`src/rtl/alu_mdu_seq_pkg.sv`:
```
// Shared types and constants for the iterative multiply/divide sequencer.
package alu_mdu_seq_pkg;

  typedef enum logic [2:0] {
    MdOpMulW   = 3'd0,
    MdOpMulhW  = 3'd1,
    MdOpMulhWu = 3'd2,
    MdOpRsvd   = 3'd3,
    MdOpDivW   = 3'd4,
    MdOpModW   = 3'd5,
    MdOpDivWu  = 3'd6,
    MdOpModWu  = 3'd7
  } md_op_e;

  typedef enum logic [1:0] {
    MduStIdle = 2'd0,
    MduStCalc = 2'd1,
    MduStFin  = 2'd2
  } mdu_state_e;

  localparam logic [31:0] DivZeroQuot = 32'hFFFF_FFFF;

  function automatic logic op_is_signed(input logic [2:0] op);
    return (op == MdOpMulhW) || (op == MdOpDivW) || (op == MdOpModW);
  endfunction

endpackage

```
`src/rtl/alu_mdu_seq_step_unit.sv`:
```
// One radix-2 iteration: shift-add for multiply, restoring shift-subtract for divide.
module alu_mdu_seq_step_unit #(
  parameter int unsigned XLEN = 32
) (
  input  logic            is_div_i,
  input  logic [XLEN-1:0] acc_i,    // product high half or partial remainder
  input  logic [XLEN-1:0] lo_i,     // multiplier bits or dividend/quotient bits
  input  logic [XLEN-1:0] opb_i,    // multiplicand or divisor magnitude
  output logic [XLEN-1:0] acc_o,
  output logic [XLEN-1:0] lo_o
);

  logic [XLEN:0]   addend;
  logic [XLEN:0]   add_sum;
  logic [XLEN:0]   shifted;
  logic [XLEN+1:0] diff;

  always_comb begin
    addend  = lo_i[0] ? {1'b0, opb_i} : '0;
    add_sum = {1'b0, acc_i} + addend;
    shifted = {acc_i, lo_i[XLEN-1]};
    diff    = {1'b0, shifted} - {2'b00, opb_i};
    acc_o   = acc_i;
    lo_o    = lo_i;
    if (is_div_i) begin
      // Remainder stays below the divisor, so the low XLEN bits are always enough.
      if (!diff[XLEN+1]) begin
        acc_o = diff[XLEN-1:0];
        lo_o  = {lo_i[XLEN-2:0], 1'b1};
      end else begin
        acc_o = shifted[XLEN-1:0];
        lo_o  = {lo_i[XLEN-2:0], 1'b0};
      end
    end else begin
      acc_o = add_sum[XLEN:1];
      lo_o  = {add_sum[0], lo_i[XLEN-1:1]};
    end
  end

endmodule

```
`src/rtl/alu_mdu_seq.sv`:
```
// Iterative LoongArch mul/div sequencer (32-cycle radix-2 datapath).
// Optional MDU_FAST_MUL_EN: single-cycle multiply for ops 0-2.
module alu_mdu_seq
  import alu_mdu_seq_pkg::*;
#(
  parameter int unsigned XLEN  = 32,
  parameter int unsigned CNT_W = 6
) (
  input  logic            clk,
  input  logic            rst,
  input  logic            start,
  input  logic [2:0]      md_op,
  input  logic [XLEN-1:0] src_a,
  input  logic [XLEN-1:0] src_b,
  input  logic            flush,
  output logic            busy,
  output logic            done,
  output logic [XLEN-1:0] result,
  output logic            div_zero
);

  localparam logic [CNT_W-1:0] LastCnt = CNT_W'(XLEN - 1);

  mdu_state_e      state_q, state_d;
  md_op_e          op_q, op_d;
  logic [CNT_W-1:0] cnt_q, cnt_d;
  logic [XLEN-1:0] acc_q, acc_d;
  logic [XLEN-1:0] lo_q, lo_d;
  logic [XLEN-1:0] opb_q, opb_d;
  logic [XLEN-1:0] result_q, result_d;
  logic            neg_q, neg_d;
  logic            rem_neg_q, rem_neg_d;
  logic            b_zero_q, b_zero_d;
  logic            div_zero_q, div_zero_d;

  logic [XLEN-1:0] step_acc, step_lo;
  logic            a_neg, b_neg;
  logic [XLEN-1:0] a_mag, b_mag;
  logic [2*XLEN-1:0] prod_fix;
  logic [XLEN-1:0] quot_fix, rem_fix, final_res;

`ifdef MDU_FAST_MUL_EN
  logic [2*XLEN-1:0] ext_a, ext_b, fast_prod;

  always_comb begin
    ext_a = {{XLEN{1'b0}}, src_a};
    ext_b = {{XLEN{1'b0}}, src_b};
    if (md_op == MdOpMulhW) begin
      ext_a = {{XLEN{src_a[XLEN-1]}}, src_a};
      ext_b = {{XLEN{src_b[XLEN-1]}}, src_b};
    end
    // Low 2*XLEN bits of the sign-extended product equal the signed product.
    fast_prod = ext_a * ext_b;
  end
`endif

  alu_mdu_seq_step_unit #(
    .XLEN(XLEN)
  ) u_step (
    .is_div_i(op_q[2]),
    .acc_i   (acc_q),
    .lo_i    (lo_q),
    .opb_i   (opb_q),
    .acc_o   (step_acc),
    .lo_o    (step_lo)
  );

  always_comb begin
    a_neg = op_is_signed(md_op) & src_a[XLEN-1];
    b_neg = op_is_signed(md_op) & src_b[XLEN-1];
    a_mag = a_neg ? (~src_a + 1'b1) : src_a;
    b_mag = b_neg ? (~src_b + 1'b1) : src_b;
  end

  // Sign fixup applied to the outcome of the final iteration.
  always_comb begin
    prod_fix = neg_q ? (~{step_acc, step_lo} + 1'b1) : {step_acc, step_lo};
    quot_fix = neg_q ? (~step_lo + 1'b1) : step_lo;
    rem_fix  = rem_neg_q ? (~step_acc + 1'b1) : step_acc;
    unique case (op_q)
      MdOpMulW:              final_res = prod_fix[XLEN-1:0];
      MdOpMulhW, MdOpMulhWu: final_res = prod_fix[2*XLEN-1:XLEN];
      MdOpRsvd:              final_res = '0;
      MdOpDivW, MdOpDivWu:   final_res = b_zero_q ? DivZeroQuot : quot_fix;
      MdOpModW, MdOpModWu:   final_res = rem_fix;
      default:               final_res = '0;
    endcase
  end

  always_comb begin
    state_d    = state_q;
    op_d       = op_q;
    cnt_d      = cnt_q;
    acc_d      = acc_q;
    lo_d       = lo_q;
    opb_d      = opb_q;
    result_d   = result_q;
    neg_d      = neg_q;
    rem_neg_d  = rem_neg_q;
    b_zero_d   = b_zero_q;
    div_zero_d = div_zero_q;

    unique case (state_q)
      MduStIdle, MduStFin: begin
        state_d = MduStIdle;
        if (start && !flush) begin
          state_d   = MduStCalc;
          op_d      = md_op_e'(md_op);
          cnt_d     = '0;
          acc_d     = '0;
          // Divide shifts the dividend out of lo; multiply shifts the multiplier.
          lo_d      = md_op[2] ? a_mag : b_mag;
          opb_d     = md_op[2] ? b_mag : a_mag;
          neg_d     = a_neg ^ b_neg;
          rem_neg_d = a_neg;
          b_zero_d  = (src_b == '0);
`ifdef MDU_FAST_MUL_EN
          if (md_op == MdOpMulW || md_op == MdOpMulhW || md_op == MdOpMulhWu) begin
            state_d    = MduStFin;
            result_d   = (md_op == MdOpMulW) ? fast_prod[XLEN-1:0]
                                             : fast_prod[2*XLEN-1:XLEN];
            div_zero_d = 1'b0;
          end
`endif
        end
      end
      MduStCalc: begin
        if (flush) begin
          state_d = MduStIdle;
        end else begin
          acc_d = step_acc;
          lo_d  = step_lo;
          cnt_d = cnt_q + 1'b1;
          if (cnt_q == LastCnt) begin
            state_d    = MduStFin;
            result_d   = final_res;
            div_zero_d = op_q[2] & b_zero_q;
          end
        end
      end
      default: state_d = MduStIdle;
    endcase
  end

  always_ff @(posedge clk or posedge rst) begin
    if (rst) begin
      state_q    <= MduStIdle;
      op_q       <= MdOpMulW;
      cnt_q      <= '0;
      acc_q      <= '0;
      lo_q       <= '0;
      opb_q      <= '0;
      result_q   <= '0;
      neg_q      <= 1'b0;
      rem_neg_q  <= 1'b0;
      b_zero_q   <= 1'b0;
      div_zero_q <= 1'b0;
    end else begin
      state_q    <= state_d;
      op_q       <= op_d;
      cnt_q      <= cnt_d;
      acc_q      <= acc_d;
      lo_q       <= lo_d;
      opb_q      <= opb_d;
      result_q   <= result_d;
      neg_q      <= neg_d;
      rem_neg_q  <= rem_neg_d;
      b_zero_q   <= b_zero_d;
      div_zero_q <= div_zero_d;
    end
  end

  assign busy     = (state_q == MduStCalc);
  assign done     = (state_q == MduStFin);
  assign result   = result_q;
  assign div_zero = div_zero_q;

endmodule

```
`config.mk`:
```
export PLATFORM = sky130hd
export DESIGN_NAME = alu_mdu_seq
export DESIGN_NICKNAME = d
export VERILOG_FILES = /design/src/rtl/alu_mdu_seq_pkg.sv /design/src/rtl/alu_mdu_seq_step_unit.sv /design/src/rtl/alu_mdu_seq.sv
export SDC_FILE = /design/constraint.sdc
export NUM_CORES = 1
export LEC_CHECK = 0
export BUFFER_PORTS_ARGS = -buffer_cell sky130_fd_sc_hd__buf_2
export CAP_MARGIN = 5
export CORE_ASPECT_RATIO = 1.25
export CORE_UTILIZATION = 47
export DETAILED_ROUTE_END_ITERATION = 16
export GPL_ROUTABILITY_DRIVEN = 1
export PLACE_DENSITY = 0.65
export SETUP_SLACK_MARGIN = 0.1
export SLEW_MARGIN = 20
export SYNTH_ARGS = -nofsm -noshare
export SYNTH_HDL_FRONTEND = slang
export SYNTH_HIERARCHICAL = 1
export SYNTH_SLANG_ARGS = --single-unit
```
`constraint.sdc`:
```
create_clock -name clk -period 10.3 [get_ports clk]
set_input_delay 2.06 -clock clk [delete_from_list [all_inputs] [get_ports clk]]
set_output_delay 2.06 -clock clk [all_outputs]
set_load 0.005 [all_outputs]
```
==> flow_metrics.py, run 1 <==
metrics = {
    "pwr": {
        "leakage_nw": 7.092,
        "ir_worst_vdd_mv": 0.2121,
        "p_per_area_nw_per_um2": 260.3,
    },
    "min_path": {
        "hold_path_class": "reg2reg",
    },
    "sta": {
        "setup_violations": 0,
        "fin_ws_ns": 4.401,
        "fmax_ghz": 0.1695,
        "slew_viol_final": 0,
        "finalCritPeriodShare_pct": 57.27,
        "fin_crit_ns": 5.899,
        "hold_viol": 0,
        "max-slew-margin-rel_pct": 17.78,
        "tns_ns": 0,
        "grt_setup_unrepaired": "false",
        "skew_ns": 0.01302,
        "worst_pin_slew_ns": 1.228,
    },
    "layout": {
        "fin_nets": 2170,
        "multi_input_area_sq_um": 10780,
        "diodes": 0,
        "regArea_sq_um": 3582,
        "layout_commonest_cell": "nand2_1",
        "layout_common_cells": "nand2_1, nor2_1, o21ai_0",
        "area_growth_pct": 9.118,
        "fillerInstances": 3204,
        "layout-drive-gt1-share_pct": 12.54,
    },
    "synthesis": {
        "synth.top_cell.area_share_pct": 23.69,
        "synth_top_family_by_area": "compound AO/OA/AOI/OAI gates",
        "synth_area_sq_um": 15110,
        "synth_nets": 2136,
        "synth_xor_area_share_pct": 9.391,
        "yosys.area_share.simple_pct": 21.78,
        "ys_types": 89,
        "synthAdderAreaFrac_pct": 5.979,
        "synth-main-ff-cell": "dfrtp_1",
        "synth_edf_count": 0,
        "synth_compound_area_share_pct": 29.92,
        "ys_seq_area_share_pct": 23.69,
        "synth_area_leaders": "dfrtp_1, ha_1, o21ai_0, nand2_1, a21oi_1",
        "yosys-mux-area-fraction_pct": 4.116,
        "syn_inst": 1994,
        "syn_area_per_cell_sq_um": 7.577,
        "synth_warnings": 6,
        "ys_seq_elements": 143,
        "yosys.area.top_type": "dfrtp_1",
        "async_reset_ff_share_pct": 100.0,
    },
    "floorplanning": {
        "die_area_sq_um": 32870,
        "core_area_sq_um": 31690,
        "ios": 106,
        "rows": 73,
        "dieWidth_microns": 162.4,
        "die_h_microns": 202.5,
        "start_util_pct": 47.67,
    },
    "place": {
        "finalWeightedCongestion": 0.9736,
        "pre_cts_ws_ns": 4.399,
        "dp_hpwl_microns": 44090,
        "port-buffer-count": 105,
    },
    "global_route": {
        "grtUsageTotal_pct": 35.02,
        "antenna_found_initial": 0,
        "grt_pass1_vias": 15191,
        "grt_max_degree": 90,
        "grt_pass1_wl_microns": 87640,
        "overflow": 0,
    },
    "cts": {
        "clkTransAtPathRegs_ns": 0.07,
        "postCtsSetupBuffers": 0,
        "clock_latency_ns": 0.45,
        "hold_buffers": 0,
        "cts.path.max_buffers": 2,
        "cts_tree": "yes",
        "cts_resized": 0,
        "cts-buffers-inserted": 17,
        "clockRootBuffer": "clkbuf_16",
        "htreeDepth": 4,
        "cts.sinks": 143,
    },
    "flow_run": {
        "cap_violations": 0,
    },
    "setup_path": {
        "worstPathArrival_ns": 6.22,
        "critPathMaxFanout": 39,
        "startpoint_type": "register",
        "crit_type": "reg2reg",
        "max_stage_delay_ns": 0.70,
        "crit_chain": "inv_1 > ha_1 > nor2b_4 > o31a_1 > o31ai_4 > o221ai_2 > o31ai_4 > o21ai_2 > buf_4 > nand2_1 > a31oi_1 > nor3_1 > nand4_1 > nor4_1 > nor3_1 > a2111oi_0 > a21oi_1",
        "cp_slowest_cell": "nor3_1",
        "critPathRequiredTime_ns": 10.62,
        "endpoint_kind": "register",
    },
    "detailed_routing": {
        "ant_nets": 0,
        "drc": 2,
        "drt-vias-per-instance": 6.435,
        "drt_iter0_drc": 1570,
        "first_pass_iters": 12,
        "dr_total_vias": 15785,
        "wl_per_cell_microns": 23.40,
        "drt_wl_total_microns": 57390,
    },
    "status": {
        "violations": "design-rule violations",
        "status": "finished, violations left",
    },
}
where the power goes:
group          total, mW  internal (mW)  switching, mW
Combinational       2.81          0.996           1.81
Clock              0.634          0.365          0.269
Sequential         0.852          0.682          0.171
registers in the layout (all words and copies together) (netlist names):
name	cells
result	32
state_q	2
cnt_q	6
op_q	3
div_zero	1
opb_q	32
rem_neg_q	1
lo_q	32
acc_q	32
b_zero_q	1
neg_q	1
per-stage QoR:
step	util [%]	cells	area, sq um	power (mW)	hold WS (ns)
2_1_floorplan	-	1994	15110	2.760	0.4628
3_5_place_dp	50.18	2421	15900	3.582	0.4605
3_3_place_gp	50.16	2421	15900	3.568	0.4639
4_1_cts	52.02	2453	16490	4.233	0.4765
6_report	52.02	2453	16490	4.291	0.4731
5_1_grt	52.02	2453	16490	4.548	0.4867
cells in the mapped netlist (21+ instances only):
master and number:
and3_1 22, ha_1 69, nor4_1 23, xnor2_1 83, inv_1 68, o21ai_0 172, a21oi_1 152, nor2_1 173
dfrtp_1 143, or3_1 24, clkbuf_1 102, o22ai_1 21, nand3_1 35, o211ai_1 21, and2_1 38, a21o_1 35
a22o_1 33, o31ai_1 35, nor3_1 49, a31oi_1 32, mux2_2 41, nand2_1 219, xor2_1 79
routing by layer:
| metal | GRT usage (%) | up-vias | part of all wire [%] |
|---|---|---|---|
| met5 | 0 | - | 0 |
| met4 | 25.71 | 0 | 7.5 |
| met2 | 56.11 | 654 | 46 |
| li1 | - | 7406 | - |
| met3 | 5.230 | 162 | 6.3 |
| met1 | 42.54 | 7563 | 40 |
critical path, delay by kind of cell, from the launching register on:
family / cells / cell delay [ns]
flops: 1 / 0.40
simple gates: 6 / 2.38
compound gates: 8 / 2.32
fa+ha+maj: 1 / 0.28
buf+inv: 2 / 0.37
cell type report:
class                      instances  share of cell area, %
multi-input combinational       1660                  65.39
clock inverter                    12                 0.8197
inverter                          70                  1.624
clock buffer                      20                  2.709
tap                              412                  3.127
timing repair buffer             136                  4.599
sequential                       143                  21.73
cells by family after synthesis:
kind of cell               count (synthesis)
buffers and inverters                    191
adders and majority gates                 71
and+or+nand+nor                          686
DFF                                      143
xor gates and xnor gates                 162
AOI/OAI and AO/OA                        684
muxes                                     57
path summary, 6_finish.rpt:
kind,start,to,slack [ns],depth (start not counted)
worst min-delay path,div_zero$_DFFE_PP0P_,div_zero$_DFFE_PP0P_,0.47,2
max in group asynchronous,rst,lo_q[26]$_DFFE_PP0P_,7.28,3
worst min register to register,div_zero$_DFFE_PP0P_,div_zero$_DFFE_PP0P_,0.47,2
min in group asynchronous,rst,op_q[2]$_DFFE_PP0P_,1.76,2
worst max register to register,opb_q[1]$_DFFE_PP0P_,result[27]$_DFFE_PP0P_,4.40,17
worst max-delay path,opb_q[1]$_DFFE_PP0P_,result[27]$_DFFE_PP0P_,4.40,17
No activity file was read; power rests on OpenSTA's default activity.
==> run 2, diff against run 1 <==
ABC_AREA = 1   (was not set)
PLACE_DENSITY = 0.67   (was 0.65)
clock period = 4.74 ns   (was 10.3 ns; I/O delays follow)
==> flow_metrics.py, run 2 <==
metrics = {
    "status": {
        "status": "complete, no violations",
    },
    "flow_run": {
        "cap_violations": 0,
    },
    "layout": {
        "post-route-util_pct": 52.22,
        "layout_commonest_cell": "nand2_1",
        "area_growth_pct": 9.705,
        "layout_common_cells": "nand2_1, inv_1, nand3_1",
        "fin_nets": 3500,
        "stdcell_count": 3864,
        "layout-drive-gt1-share_pct": 8.454,
    },
    "min_path": {
        "holdPathStages": 2,
        "hp-start": "result[27]$_DFFE_PP0P_",
        "hold_path_class": "reg2reg",
    },
    "sta": {
        "slew_viol_final": 0,
        "grt_setup_unrepaired": "false",
        "fin_ws_ns": 0.2653,
        "fmax_ghz": 0.2235,
        "hold_viol": 0,
        "tns_ns": 0,
        "max-slew-margin-rel_pct": 27.53,
        "finalCritPeriodShare_pct": 94.40,
        "fin_crit_ns": 4.475,
        "worst_pin_slew_ns": 1.085,
        "skew_ns": 0.01204,
        "setup_violations": 0,
    },
    "cts": {
        "clock_latency_ns": 0.47,
        "htreeDepth": 4,
        "cts_tree": "yes",
        "cts.path.max_buffers": 2,
        "cts-buffers-inserted": 17,
        "cts.sinks": 143,
        "clockRootBuffer": "clkbuf_16",
        "clkTransAtPathRegs_ns": 0.07,
    },
    "synthesis": {
        "synth_area_leaders": "nand2_1, dfrtp_1, nand3_1, inv_1, nor2_1",
        "synth.top_cell.area_share_pct": 24.44,
        "ys_seq_area_share_pct": 19.71,
        "async_reset_ff_share_pct": 100.0,
        "ys_seq_elements": 143,
        "synth-main-ff-cell": "dfrtp_1",
        "syn_area_per_cell_sq_um": 5.516,
        "synthTopCellsByCount": "nand2_1, inv_1, nand3_1",
        "yosysMostFrequentCell": "nand2_1",
        "syn_inst": 3291,
        "synth_nets": 3433,
        "ys_types": 50,
        "yosys.area.top_type": "nand2_1",
        "synth_warnings": 6,
        "synth_edf_count": 0,
        "synth_area_sq_um": 18150,
    },
    "pwr": {
        "ir_worst_vdd_mv": 0.3992,
        "leakage_nw": 11.17,
        "p_per_area_nw_per_um2": 686.5,
        "total_power_mw": 13.67,
    },
    "setup_path": {
        "endpoint_kind": "register",
        "worstPathArrival_ns": 4.82,
        "r2r_start": "acc_q[29]$_DFFE_PP0P_",
        "r2r_cells": 21,
        "crit_type": "reg2reg",
        "critPathRequiredTime_ns": 5.08,
        "startpoint_type": "register",
        "setup.worst_path.start": "acc_q[29]$_DFFE_PP0P_",
        "critPathMaxFanout": 32,
    },
    "place": {
        "dp_cells": 3830,
        "pre_cts_ws_ns": 0.1707,
        "port-buffer-count": 105,
        "finalWeightedCongestion": 1.046,
        "dp_hpwl_microns": 66100,
    },
    "global_route": {
        "grt_pass1_wl_microns": 122400,
        "grt_max_degree": 144,
        "antenna_found_initial": 4,
        "grtUsageTotal_pct": 41.81,
        "grt_pass1_vias": 20929,
        "overflow": 0,
    },
    "floorplanning": {
        "core_area_sq_um": 38140,
        "start_util_pct": 47.60,
        "die_area_sq_um": 39420,
        "rows": 80,
        "dieWidth_microns": 177.8,
        "die_h_microns": 221.7,
        "ios": 106,
    },
    "detailed_routing": {
        "drt_wl_total_microns": 82190,
        "drc": 0,
        "drt_iter0_drc": 2608,
        "ant_nets": 0,
        "first_pass_iters": 9,
        "dr_total_vias": 22311,
        "wl_per_cell_microns": 21.27,
        "drt-vias-per-instance": 5.774,
    },
}
==> run 2: changes by cell type in the layout (fill, tap and decap cells not counted), sizes merged, moves of 29 or more <==
cell,change
xor2,-31
a21o,-33
o31ai,-36
nand3b,+36
nand2,+979
nor2,+159
nor3,-29
and2,-32
xnor2,-68
nand3,+360
mux2,-41
a22o,-32
inv,+396
==> run 2: repair_timing <==
item,in CTS,in global routing
buffers inserted,0,1
gates resized for setup,0,7
hold buffers,0,0
setup endpoints to repair,0,22
==> run 2: area by class of cell <==
cell class | instances | area, sq um
sequential | 143 | 3582
clock buffer | 18 | 439.2
clock inverter | 14 | 226.5
inverter | 466 | 1753
multi-input combinational | 2577 | 12360
fill | 4117 | 18220
antenna | 1 | 2.502
tap | 492 | 615.6
timing repair buffer | 153 | 935.9
==> run 2: path summary, 6_finish.rpt <==
kind                                          endpoint  slack [ns]
worst max-delay path            result[25]$_DFFE_PP0P_        0.27
worst min-delay path            result[27]$_DFFE_PP0P_        0.47
worst max register to register  result[25]$_DFFE_PP0P_        0.27
worst min register to register  result[27]$_DFFE_PP0P_        0.47
max in group asynchronous          lo_q[0]$_DFFE_PP0P_        3.31
min in group asynchronous        result[5]$_DFFE_PP0P_        0.68
==> run 2: worst max-delay path: stages (launching register included) <==
cell,delay [ns]
dfrtp_1,0.54
ha_1,0.44
nand2_1,0.09
nor3_1,0.24
nand2_1,0.15
nor2_2,0.15
nand2_4,0.19
nand2_2,0.16
buf_12,0.20
nand2_1,0.08
nand3_1,0.14
o21ai_1,0.24
nor2_1,0.26
inv_1,0.10
nor2_2,0.26
inv_2,0.11
o21ai_2,0.26
nand3_1,0.11
nand3_1,0.10
nand3_1,0.11
o21bai_1,0.28
nand2_1,0.08
==> run 2: cell families after synthesis <==
logic type	synth area share (%)
AND/OR/NAND/NOR	48.18
buffers and inverters	12.39
AO/OA/AOI/OAI	11.70
flip-flops	19.71
adder cells (fa/ha/maj)	4.977
XOR/XNOR	3.040
==> run 2: report_power, final <==
part / internal [mW] / total (mW) / switching (mW)
Combinational: 2.90 / 10.2 / 7.29
Clock: 0.957 / 1.57 / 0.618
Sequential: 1.50 / 1.90 / 0.406
==> run 2: through the flow <==
stage | cell area, sq um | hold slack [ns]
after global routing | 19910 | 0.5001
after CTS | 19890 | 0.4777
final | 19910 | 0.4733
after global placement | 19230 | 0.4573
after floorplan | 18160 | 0.4492
after detailed placement | 19230 | 0.4596
==> run 2: metal layers <==
layer  routed length [microns]  track usage [%]
met1                     31550            50.78
met2                     37040            66.39
met3                      7028            7.202
met4                      6524            29.72
met5                        51                0
